--- config.mk ---
export PLATFORM = sky130hd
export DESIGN_NAME = audio_pwm_out_flat
export DESIGN_NICKNAME = d
export VERILOG_FILES = /design/src/rtl/audio_pkg.sv /design/src/rtl/audio_pwm_out_if.sv /design/src/rtl/sample_fifo.sv /design/src/rtl/audio_pwm_out.sv /design/src/flat_wrapper.sv
export SDC_FILE = /design/constraint.sdc
export NUM_CORES = 1
export LEC_CHECK = 0
export CORE_ASPECT_RATIO = 2
export CORE_MARGIN = 2
export CORE_UTILIZATION = 52
export CTS_CLUSTER_DIAMETER = 50
export DETAILED_ROUTE_END_ITERATION = 16
export PLACE_DENSITY = 0.71
export SLEW_MARGIN = 25
export SYNTH_ARGS = -nofsm -noshare
export SYNTH_HDL_FRONTEND = slang
export SYNTH_SLANG_ARGS = --single-unit
--- constraint.sdc ---
create_clock -name clk -period 2.5 [get_ports clk]
set_clock_uncertainty 0.05 [all_clocks]
set_input_delay 0.5 -clock clk [delete_from_list [all_inputs] [get_ports clk]]
set_output_delay 0.5 -clock clk [all_outputs]
set_load 0.05 [all_outputs]
--- src/rtl/audio_pkg.sv ---
// audio_pkg: shared defaults and state type for the PWM audio output path.
package audio_pkg;
  localparam int SAMPLE_W_DEF = 8;
  localparam int FIFO_DEPTH_DEF = 4;
  typedef enum logic {IDLE, RUN} pwm_state_t;
endpackage

--- src/rtl/audio_pwm_out_if.sv ---
// audio_pwm_out_if: valid/ready sample push channel.
// in_data/in_valid flow from the master (sample producer).
// in_ready flows back from the slave (the PWM block's sample FIFO).
import audio_pkg::*;

interface audio_pwm_out_if #(parameter int SAMPLE_W = SAMPLE_W_DEF);
  logic [SAMPLE_W-1:0] in_data;
  logic                in_valid;
  logic                in_ready;
  modport master (output in_data, in_valid, input in_ready);
  modport slave  (input in_data, in_valid, output in_ready);
endinterface

--- src/rtl/sample_fifo.sv ---
// sample_fifo: in-order sample buffer with show-ahead read data.
// Ports: clk, reset_n (async, active-low), push/wr_data (write side),
// pop/rd_data (read side, rd_data valid whenever !empty), full, empty, level.
// Push while full and pop while empty are ignored.
import audio_pkg::*;

module sample_fifo #(
  parameter int W     = SAMPLE_W_DEF,
  parameter int DEPTH = FIFO_DEPTH_DEF
) (
  input  logic                       clk,
  input  logic                       reset_n,
  input  logic                       push,
  input  logic [W-1:0]               wr_data,
  input  logic                       pop,
  output logic [W-1:0]               rd_data,
  output logic                       full,
  output logic                       empty,
  output logic [$clog2(DEPTH):0]     level
);
  localparam int AW = $clog2(DEPTH);
  // Pointers carry one extra wrap bit so full and empty are distinguishable.
  logic [AW:0]  wr_q, wr_d, rd_q, rd_d;
  logic [W-1:0] mem_q [DEPTH];
  always_comb begin
    level   = wr_q - rd_q;
    empty   = wr_q == rd_q;
    full    = level == (AW+1)'(DEPTH);
    wr_d    = wr_q + (AW+1)'(push && !full);
    rd_d    = rd_q + (AW+1)'(pop && !empty);
    rd_data = mem_q[rd_q[AW-1:0]];
  end
  always_ff @(posedge clk or negedge reset_n)
    if (!reset_n) begin
      wr_q <= '0;
      rd_q <= '0;
    end else begin
      wr_q <= wr_d;
      rd_q <= rd_d;
    end
  always_ff @(posedge clk)
    if (push && !full) mem_q[wr_q[AW-1:0]] <= wr_data;
endmodule

--- src/rtl/audio_pwm_out.sv ---
// audio_pwm_out: buffers PCM samples, pops one per sample_tick, renders PWM.
// Ports: clk, reset_n (async, active-low), sample_tick (audio-rate strobe),
// in_if (sample push channel, slave side), fifo_level (occupancy),
// pwm_out (registered PWM), underrun (1-cycle pulse on empty tick in RUN).
import audio_pkg::*;

module audio_pwm_out #(
  parameter int SAMPLE_W   = SAMPLE_W_DEF,
  parameter int FIFO_DEPTH = FIFO_DEPTH_DEF
) (
  input  logic                          clk,
  input  logic                          reset_n,
  input  logic                          sample_tick,
  audio_pwm_out_if.slave                in_if,
  output logic [$clog2(FIFO_DEPTH):0]   fifo_level,
  output logic                          pwm_out,
  output logic                          underrun
);
  logic                full, empty, pop;
  logic [SAMPLE_W-1:0] rd_data;
  pwm_state_t          st_q, st_d;
  logic [SAMPLE_W-1:0] pwm_cnt_q, pwm_cnt_d;
  logic [SAMPLE_W-1:0] duty_pending_q, duty_pending_d;
  logic [SAMPLE_W-1:0] duty_active_q, duty_active_d;
  logic                pwm_q, pwm_d;
  logic                underrun_q, underrun_d;
  assign in_if.in_ready = !full;
  assign pwm_out        = pwm_q;
  assign underrun       = underrun_q;
  sample_fifo #(.W(SAMPLE_W), .DEPTH(FIFO_DEPTH)) u_fifo (
    .clk     (clk),
    .reset_n (reset_n),
    .push    (in_if.in_valid),
    .wr_data (in_if.in_data),
    .pop     (pop),
    .rd_data (rd_data),
    .full    (full),
    .empty   (empty),
    .level   (fifo_level)
  );
  // An empty tick leaves duty_pending alone so the last sample repeats.
  // duty_active only follows duty_pending at the frame wrap, so no runt pulses.
  always_comb begin
    pop            = sample_tick && !empty;
    st_d           = pop ? RUN : st_q;
    duty_pending_d = pop ? rd_data : duty_pending_q;
    underrun_d     = sample_tick && empty && st_q == RUN;
    pwm_cnt_d      = pwm_cnt_q + 1'b1;
    duty_active_d  = &pwm_cnt_q ? duty_pending_q : duty_active_q;
    pwm_d          = pwm_cnt_q < duty_active_q;
  end
  always_ff @(posedge clk or negedge reset_n)
    if (!reset_n) begin
      st_q           <= IDLE;
      pwm_cnt_q      <= '0;
      duty_pending_q <= '0;
      duty_active_q  <= '0;
      pwm_q          <= 1'b0;
      underrun_q     <= 1'b0;
    end else begin
      st_q           <= st_d;
      pwm_cnt_q      <= pwm_cnt_d;
      duty_pending_q <= duty_pending_d;
      duty_active_q  <= duty_active_d;
      pwm_q          <= pwm_d;
      underrun_q     <= underrun_d;
    end
endmodule

--- src/flat_wrapper.sv ---
// flat-port wrapper written by rule: the top's interface ports become plain ports
module audio_pwm_out_flat 
#(
  parameter int SAMPLE_W   = SAMPLE_W_DEF,
  parameter int FIFO_DEPTH = FIFO_DEPTH_DEF
)
  (clk, reset_n, sample_tick, fifo_level, pwm_out, underrun, in_if_in_data, in_if_in_valid, in_if_in_ready);
  audio_pwm_out_if #(.SAMPLE_W(SAMPLE_W)) in_if_i ();
  input  logic clk;
  input  logic reset_n;
  input  logic sample_tick;
  output logic [$clog2(FIFO_DEPTH):0] fifo_level;
  output logic pwm_out;
  output logic underrun;
  input wire logic [$bits(in_if_i.in_data)-1:0] in_if_in_data;
  input wire logic [$bits(in_if_i.in_valid)-1:0] in_if_in_valid;
  output wire logic [$bits(in_if_i.in_ready)-1:0] in_if_in_ready;
  assign in_if_i.in_data = in_if_in_data;
  assign in_if_i.in_valid = in_if_in_valid;
  assign in_if_in_ready = in_if_i.in_ready;
  audio_pwm_out #(.SAMPLE_W(SAMPLE_W), .FIFO_DEPTH(FIFO_DEPTH)) u_core (.clk(clk), .reset_n(reset_n), .sample_tick(sample_tick), .in_if(in_if_i), .fifo_level(fifo_level), .pwm_out(pwm_out), .underrun(underrun));
endmodule
# --- After elaboration in Yosys (flattened, before gate mapping) ---
# Memory sizes are Yosys's and may differ from the RTL's. A register that Yosys moved wholly into a read port is not among the register bits.
# Index checks and enable logic that the tools add are counted.
totals:
  n_memories: 1
  reg_bits: 25
  inputBits: 12
  word_cells: 26
  output_inout_bits: 6
  mem_bits_rw: 32
mem_list:
  columns: ["memory", "depth", "word_bits", "rd", "rd_ports_with_merged_regs", "wr", "line", "source"]
  rows:
  - ["u_core.u_fifo.mem_q", 4, 8, 1, 1, 1, "sample_fifo.sv:24", "logic [W-1:0] mem_q [DEPTH];"]
classes:
  n_eq_ne: 2
  n_reduce_logical: 9
  mux: 2
  n_lt_le_gt_ge: 1
  addsub: 4
ops:
  columns: ["cell", "count"]
  rows:
  - ["adder 8 x 1 -> 8 bit (second input constant)", 1]
  - ["less-than comparator 8 bit", 1]
  - ["AND reduction 8 bit", 1]
  - ["adder 3 x 1 -> 3 bit", 2]
  - ["logical AND 1 bit", 5]
  - ["equality test 3 bit", 1]
  - ["equality test 3 bit (second input constant)", 1]
  - ["zero test 1 bit", 3]
  - ["subtractor 3 bit", 1]
  - ["two-way mux 1 bit", 2]

# --- Depth between registers and ports, before layout ---
# Gate-level depths: netlist (run 1).
logic_depth:
  word_depth: 6
  mapped_depth: 10
  ltp_nobuf: 10

# --- Hierarchy ---
# A second synthesis (run 1) with hierarchy kept.
unflattened:
  cells_unflattened: 171
  area_unflattened_um2: 2738.9
by_module_without_submodules:
  columns: ["module", "cells_per_inst", "area_each_um2", "instances", "seq_area_each_um2"]
  rows:
  - ["sample_fifo", 78, 1552.7, 1, 1111.1]
  - ["audio_pwm_out", 93, 1186.1, 1, 675.6]

# --- Least setup slack after synthesis (run 1) ---
# No wires, ideal clock.
synth_timing:
  path_kind: "register to register"
  from: "register u_core.u_fifo.wr_q[0]"
  to: "memory u_core.u_fifo.mem_q[0][0] in the netlist's numbering, enable pin"
  n_path_buf: 0
  slack_ps: -679
  setup_ps: 383
  stages_incl_launch_ff: 8
  t_arrival_ps: 2746
  period_less_slack_ps: 3179
  required_time_ps: 2067
  cell_sequence: "dfrtp_1 -> inv_1 -> ha_1 -> fa_1 -> xor3_1 -> nand3_1 -> nand2_1 -> nor3_1"
synth_between:
  elab_chain_cells: 6
synth_lines:
  columns: ["item", "line", "source"]
  rows:
  - ["start, declared", "sample_fifo.sv:23", "logic [AW:0] wr_q, wr_d, rd_q, rd_d;"]
  - ["start signal, assigned", "sample_fifo.sv:38", "wr_q <= wr_d;"]
  - ["subtractor 3 bit", "sample_fifo.sv:26", "level = wr_q - rd_q;"]
  - ["via fifo_level[2]", "flat_wrapper.sv:12", "output logic [$clog2(FIFO_DEPTH):0] fifo_level;"]
  - ["equality test 3 bit", "sample_fifo.sv:28", "full = level == (AW+1)'(DEPTH);"]
  - ["zero test 1 bit", null, null]
  - ["via in_if_in_ready", "flat_wrapper.sv:17", "output wire logic [$bits(in_if_i.in_ready)-1:0] in_if_in_ready;"]
  - ["logical AND 1 bit", "sample_fifo.sv:42", "if (push && !full) mem_q[wr_q[AW-1:0]] <= wr_data;"]
  - ["two-way mux 1 bit", "sample_fifo.sv:42", null]
  - ["two-way mux 1 bit (implied by the code)", "sample_fifo.sv:42", null]
  - ["end, declared", "sample_fifo.sv:24", null]
# The timed path passes the listed nets, and every way through them passes these cells.

# --- Worst setup path after layout (run 1) ---
layout_timing:
  from: "register u_core.u_fifo.wr_q[1]"
  to: "output port in_if_in_ready"
layout_between:
  elab_chain_cells: 3
layout_lines:
  columns: ["item", "line", "source"]
  rows:
  - ["subtractor 3 bit", "sample_fifo.sv:26", null]
  - ["equality test 3 bit", "sample_fifo.sv:28", null]
  - ["zero test 1 bit", "audio_pwm_out.sv:27", "assign in_if.in_ready = !full;"]
  - ["end, declared", "flat_wrapper.sv:17", null]
# No other way between the ends.

==> metrics.md, run 1 <==
| Metric | Value |
|---|---|
| EDFF count, synth | `32` |
| Die Width | `55.09 um` |
| I/O Pins | `18` |
| Post-CTS Hold Buffers | `0` |
| Vias in the first global route | `1430` |
| Syn Nets | `187` |
| Share of cells above drive strength 1 | `33.68%` |
| Initial core utilization | `53.29%` |
| Largest net degree at the start of global routing | `34` |
| Critical R2R Capture | `u_core.u_fifo.mem_q[1][1]` |
| Setup TNS | `0 ps` |
| Worst setup path startpoint | `u_core.u_fifo.wr_q[1]` |
| Cell Pwr Density | `1305 nW/um^2` |
| Final Core Density | `64.84%` |
| Max Freq | `413.7 MHz` |
| Crit. End Element | `output port` |
| Clk pin slew, worst setup/hold paths | `70 ps` |
| Least-Margin Pin Slew | `497.1 ps` |
| Hold path start | `u_core.st_q` |
| Minimum clock period | `2417 ps` |
| WL final | `3900 um` |
| Worst slack, placed | `172.0 ps` |
| Period utilization | `96.70%` |
| Clk_lat worst skew | `340 ps` |
| Final-stage net count | `215` |
| CP required | `1950 ps` |
| Crit path max fanout | `5` |
| FFs w/ async S/R, synth | `50.77%` |
| Synth Instances | `160` |
| Most used DFF post-synth | `dfrtp_1` |
| Placed instance area | `3094 sq um` |
| Fin. max-slew vios | `0` |
| Seq/Total Area, Yosys | `65.84%` |
| Die Footprint | `5848 sq um` |
| Drt first pass iters | `3` |
| Hold slack final | `425.5 ps` |
| Hold Crit Class | `reg -> reg` |
| Clock Sinks | `65` |
| CTS Buffer Depth | `2` |
| Critical path type | `reg -> out` |
| Routed vias/inst | `5.255` |
| Worst reg2reg startpoint | `u_core.u_fifo.wr_q[1]` |
| Vias | `1319` |
| Outcome | `finished, final reports clean` |
| First-pass GRT wire length | `6520 um` |
| Mapped cell area | `2714 sq um` |
| Finish-stage setup viols | `0` |
| Multi-input logic area | `940.9 sq um` |
| Register area | `1789 sq um` |
| Synth cell types | `28` |
| Die H | `106.2 um` |
| Setup crit start kind | `flop` |
| Final ANT Viol Nets | `0` |
| Routability congestion estimate from global placement | `0.7438` |
| Most common cell after layout, fill and taps aside | `edfxtp_1` |
| Reg2reg path depth | `6` |
| Total grt overflow | `0` |
| Syn avg cell area | `16.96 sq um` |
| Wirelength per Cell | `15.54 um` |
| Antenna violations before repair | `0` |
| Drt drc | `0` |
| Root Buffer | `clkbuf_8` |
| Antenna Cells | `0` |
| RSZ-0062 raised after global routing | `no` |
| P_leak | `1.341 nW` |
| # fillers | `371` |
| FF+latch count, synth | `65` |
| Critical Path AT | `1870 ps` |
| Rows | `37` |
| R2R Setup Slk | `270 ps` |
| Detail Placement HPWL | `2993 um` |
| Syn. warnings | `0` |
| CTS tree | `yes` |
| H-tree Lvls | `3` |
| Hold depth | `1` |
| Initial drt markers | `7` |
| All-Layer GR Usage | `16.82%` |
| Max Cap Violations | `0` |
| Setup ws final | `82.57 ps` |
| Layout area overhead | `21.67%` |
| Hold endpoint | `u_core.st_q` |
| Cts bufs inserted | `9` |
| Port bufs | `17` |
| Relative slew slack | `66.76%` |
| Most frequent cells in the layout | `edfxtp_1 (32), dfrtp_1 (31), clkdlybuf4s50_1 (13), inv_1 (12), ha_1 (11)` |
| VDD IR max | `1710 uV` |
| Design area | `3302 sq um` |
| Area of the core | `5092 sq um` |
| Final hold vios | `0` |
power breakdown:
group          leakage, nW  internal [mW]  switching (mW)
clock network       0.0966          0.468           0.409
logic                0.544          0.950           0.936
registers            0.700           1.41           0.139
total                 1.34           2.83            1.48
logic make-up (layout without fill, tap and decap cells):
group | count (synthesis) | after routing | synth area share [%]
AO/OA/AOI/OAI | 7 | 7 | 1.798
adder cells (fa/ha/maj) | 15 | 15 | 7.192
AND/OR/NAND/NOR | 20 | 20 | 4.011
multiplexers | 24 | 24 | 14.38
buffers and inverters | 19 | 52 | 2.996
XOR/XNOR | 10 | 10 | 3.780
flip-flops | 65 | 65 | 65.84
sequential cells by signal, indices dropped and copies added, names as in the netlist:
name and count:
u_core.duty_pending_q 8, u_core.pwm_cnt_q 8, u_core.pwm_out 1, u_core.st_q 1, u_core.duty_active_q 8, u_core.u_fifo.rd_q 3
u_core.u_fifo.mem_q 32, u_core.u_fifo.wr_q 3, u_core.underrun 1
routing by layer:
metal  up-vias  track usage [%]  share of wire, %
li1        635                -                 -
met1       659            17.15                37
met4         0            12.02               2.9
met5         -                0                 0
met2        18            27.04                57
met3         7            5.478               3.3
worst max path at each step:
stage / to
2_1_floorplan: u_core.u_fifo.wr_q[2]
3_3_place_gp: u_core.u_fifo.mem_q[0][5]
3_5_place_dp: u_core.u_fifo.mem_q[1][6]
4_1_cts: in_if_in_ready
5_1_grt: in_if_in_ready
6_report: in_if_in_ready
critical path: stages, from the launching register on:
cell,delay (ps)
dfrtp_2,450
inv_2,110
fa_2,390
xor3_2,280
nand3_4,130
buf_12,170
synth_stat cells, types with 2 or more instances:
master,count,area (sq um)
xnor2_1,4,35.03
dfrtp_1,33,825.8
ha_1,14,175.2
nor2_1,2,7.510
nor3_1,4,20.02
nand2_1,3,11.26
nand3_1,5,25.02
mux2_4,8,120.1
xor2_1,5,43.79
mux2_2,8,90.09
edfxtp_1,32,960.9
mux4_2,8,180.2
and3_1,3,18.77
a21o_1,2,15.01
nand2b_1,2,12.51
inv_1,15,56.30
stage by stage:
stage | cells | power [mW]
after floorplan | 160 | 2.826
after global placement | 234 | 3.411
after detailed placement | 234 | 3.475
after CTS | 251 | 4.377
after global routing | 251 | 4.537
final | 251 | 4.310
cell type report:
cell class	instances	area share (%)
flip-flops and latches	65	54.19
multi-input cells	76	28.50
repair buffers	21	7.275
clock buffers	9	3.751
clock inverters	7	2.311
well taps	58	2.198
inverters	15	1.781
what timing repair did:
item | CTS | global route
endpoints found under the setup margin | 1 | 0
resized for setup | 1 | 0
buffers inserted | 1 | 0
Note: power is estimated with default switching activity, not from simulation.
==> run 2: changes to the inputs <==
--- a/config.mk
+++ b/config.mk
@@ -9,6 +9,7 @@
 export CORE_MARGIN = 2
 export CORE_UTILIZATION = 52
 export CTS_CLUSTER_DIAMETER = 50
+export CTS_CLUSTER_SIZE = 30
 export DETAILED_ROUTE_END_ITERATION = 16
 export PLACE_DENSITY = 0.71
 export SLEW_MARGIN = 25
==> results of run 2 <==
Final layout, timing and power as in run 1 (identical DEF).
==> run 3: changes to the inputs <==
--- a/config.mk
+++ b/config.mk
@@ -12,6 +12,7 @@
 export CTS_CLUSTER_SIZE = 30
 export DETAILED_ROUTE_END_ITERATION = 16
 export PLACE_DENSITY = 0.71
+export REMOVE_ABC_BUFFERS = 1
 export SLEW_MARGIN = 25
 export SYNTH_ARGS = -nofsm -noshare
 export SYNTH_HDL_FRONTEND = slang
==> run 3 against run 2 <==
Global-route usage rose by 0.90 points. Setup slack improved by 5.6 ps. Largest cell class unchanged. Largest power group unchanged. Highest routed layer unchanged. Clock-buffer cell count did not move.
==> metrics.md, run 3 (same netlist as run 1, synthesis figures left out) <==
| Metric | Value |
|---|---|
| Outcome | `finished, final reports clean (unchanged)` |
| Root Buffer | `clkbuf_8 (unchanged)` |
| Largest register FFs | `32 (unchanged)` |
| WL final | `4262 um (was 3900 um)` |
| Max Freq | `414.6 MHz (was 413.7 MHz)` |
| Sw Ratio | `31.67% (was 34.44%)` |
| Cell Pwr Density | `1335 nW/um^2 (was 1305 nW/um^2)` |
| I/O Pins | `18 (unchanged)` |
| Share of cells above drive strength 1 | `28.64% (was 33.68%)` |
| Area of the core | `5092 sq um (unchanged)` |
| Fraction of power consumed by sequential logic | `34.5% (was 35.9%)` |
| Die Width | `55.09 um (unchanged)` |
| CTS tree | `yes (unchanged)` |
| Hold depth | `1 (unchanged)` |
| Period utilization | `96.47% (was 96.70%)` |
| Design area | `3297 sq um (was 3302 sq um)` |
| Reg2reg path depth | `10 (was 6)` |
| Worst reg2reg startpoint | `u_core.u_fifo.wr_q[0] (was u_core.u_fifo.wr_q[1])` |
| CTS Buffer Depth | `2 (unchanged)` |
| Internal | `3.008 mW (was 2.826 mW)` |
| Hold path start | `u_core.st_q (unchanged)` |
| Net Sw Power | `1.394 mW (was 1.484 mW)` |
| Critical path type | `reg -> out (unchanged)` |
| Clock power frac | `24.0% (was 20.3%)` |
| Relative slew slack | `66.93% (was 66.76%)` |
| Gate power share | `41.5% (was 43.8%)` |
| Clk_lat worst skew | `340 ps (about the same)` |
| Die Footprint | `5848 sq um (unchanged)` |
| Placed instance area | `3032 sq um (was 3094 sq um)` |
| VDD IR max | `1315 uV (was 1710 uV)` |
| Final-stage net count | `221 (was 215)` |
| Routability congestion estimate from global placement | `0.7229 (was 0.7438)` |
| Post-placement cell count | `239 (was 234)` |
| Drt drc | `0 (unchanged)` |
| Wirelength per Cell | `16.58 um (was 15.54 um)` |
| Minimum clock period | `2412 ps (was 2417 ps)` |
| Hold slack final | `435.8 ps (was 425.5 ps)` |
| Die H | `106.2 um (unchanged)` |
| Least-Margin Pin Slew | `494.4 ps (was 497.1 ps)` |
| Layout area overhead | `21.48% (was 21.67%)` |
| Max Cap Violations | `0 (unchanged)` |
| Setup TNS | `0 ps (unchanged)` |
| Final ANT Viol Nets | `0 (unchanged)` |
| Detail Placement HPWL | `3094 um (was 2993 um)` |
| Port bufs | `17 (unchanged)` |
| Vias in the first global route | `1559 (was 1430)` |
| Final hold vios | `0 (unchanged)` |
| Most common cell after layout, fill and taps aside | `dfrtp_1 (was edfxtp_1)` |
| Routed vias/inst | `5.444 (was 5.255)` |
| Initial core utilization | `53.29% (unchanged)` |
| Largest net degree at the start of global routing | `34 (unchanged)` |
| Fin. max-slew vios | `0 (unchanged)` |
| Clk pin slew, worst setup/hold paths | `60 ps (was 70 ps)` |
| Critical Path AT | `1860 ps (was 1870 ps)` |
| Non-Filler Instances | `257 (was 251)` |
| First-pass GRT wire length | `6913 um (was 6520 um)` |
| Hold Crit Class | `reg -> reg (unchanged)` |
| Worst setup path startpoint | `u_core.u_fifo.wr_q[0] (was u_core.u_fifo.wr_q[1])` |
| Finish-stage setup viols | `0 (unchanged)` |
| Cts bufs inserted | `9 (unchanged)` |
| Initial drt markers | `37 (was 7)` |
| Most frequent cells in the layout | `dfrtp_1 (33), edfxtp_1 (32), inv_1 (15), ha_1 (14), clkdlybuf4s50_1 (13) (was edfxtp_1 (32), dfrtp_1 (31), clkdlybuf4s50_1 (13), inv_1 (12), ha_1 (11))` |
| P_leak | `1.382 nW (was 1.341 nW)` |
| Setup crit start kind | `flop (unchanged)` |
| Drt first pass iters | `4 (was 3)` |
| Antenna Cells | `0 (unchanged)` |
| H-tree Lvls | `3 (unchanged)` |
| All-Layer GR Usage | `17.72% (was 16.82%)` |
| Clock Sinks | `65 (unchanged)` |
| Post-CTS Hold Buffers | `0 (unchanged)` |
| CP required | `1950 ps (about the same)` |
| Rows | `37 (unchanged)` |
| Antenna violations before repair | `0 (unchanged)` |
| Crit path max fanout | `3 (was 5)` |
| Vias | `1399 (was 1319)` |
| Crit. End Element | `output port (unchanged)` |
| Total grt overflow | `0 (unchanged)` |
run 3: changes by cell type in the layout (fill, tap and decap cells not counted), sizes merged:
| cell | before | now |
|---|---|---|
| clkinv | 1 | 2 |
| inv | 18 | 15 |
| buf | 8 | 14 |
| bufinv | 1 | 3 |
run 3: repair_timing:
action / CTS / global route
endpoints found under the setup margin: 1 / 2
gates resized for setup: 0 / 2
pin swaps: 0 / 0
setup buffers: 2 / 0
run 3: worst max-delay path, stage by stage (launching register included):
cell and delay, ps:
dfrtp_1 360, inv_1 80, ha_1 210, fa_2 340, xor3_1 240, nand3_2 120, buf_12 170
run 3: layout make-up:
class | instances | area [sq um]
Timing Repair Buffer | 27 | 285.3
Tap cell | 58 | 72.57
Fill cell | 377 | 1795
Inverter | 15 | 56.30
Sequential cell | 65 | 1787
Clock buffer | 9 | 123.9
Clock inverter | 7 | 118.9
Multi-Input combinational cell | 76 | 853.3
run 3: final timing paths:
kind,slack [ps],end
max reg2reg,230,u_core.u_fifo.wr_q[2]
min in group asynchronous,510,u_core.duty_active_q[3]
min reg2reg,440,u_core.st_q
max,90,in_if_in_ready
min,440,u_core.st_q
max in group asynchronous,1600,u_core.duty_pending_q[6]
run 3: power by group through the flow:
stage                     logic (mW)  registers, mW  clock network [mW]
after floorplan                 1.00           1.58                   0
after global placement          1.71           1.53                   0
after detailed placement        1.77           1.55                   0
after CTS                       1.83           1.52                1.09
after global routing            1.95           1.54                1.12
final                           1.83           1.52                1.06
run 3: routing by layer:
layer	track usage [%]	part of all wire (%)
met1	17.43	36
met2	30.27	59
met3	6.461	2.7
met4	9.233	2.1
met5	0	0
run 3: through the flow:
stage | setup slack [ps] | power, mW | util (%)
2_1_floorplan | -837.7 | 2.580 | -
3_3_place_gp | 194.5 | 3.242 | 59.53
3_5_place_dp | 23.39 | 3.316 | 59.53
4_1_cts | 13.90 | 4.442 | 64.59
5_1_grt | -5.029 | 4.618 | 64.74
6_report | 88.17 | 4.403 | 64.74
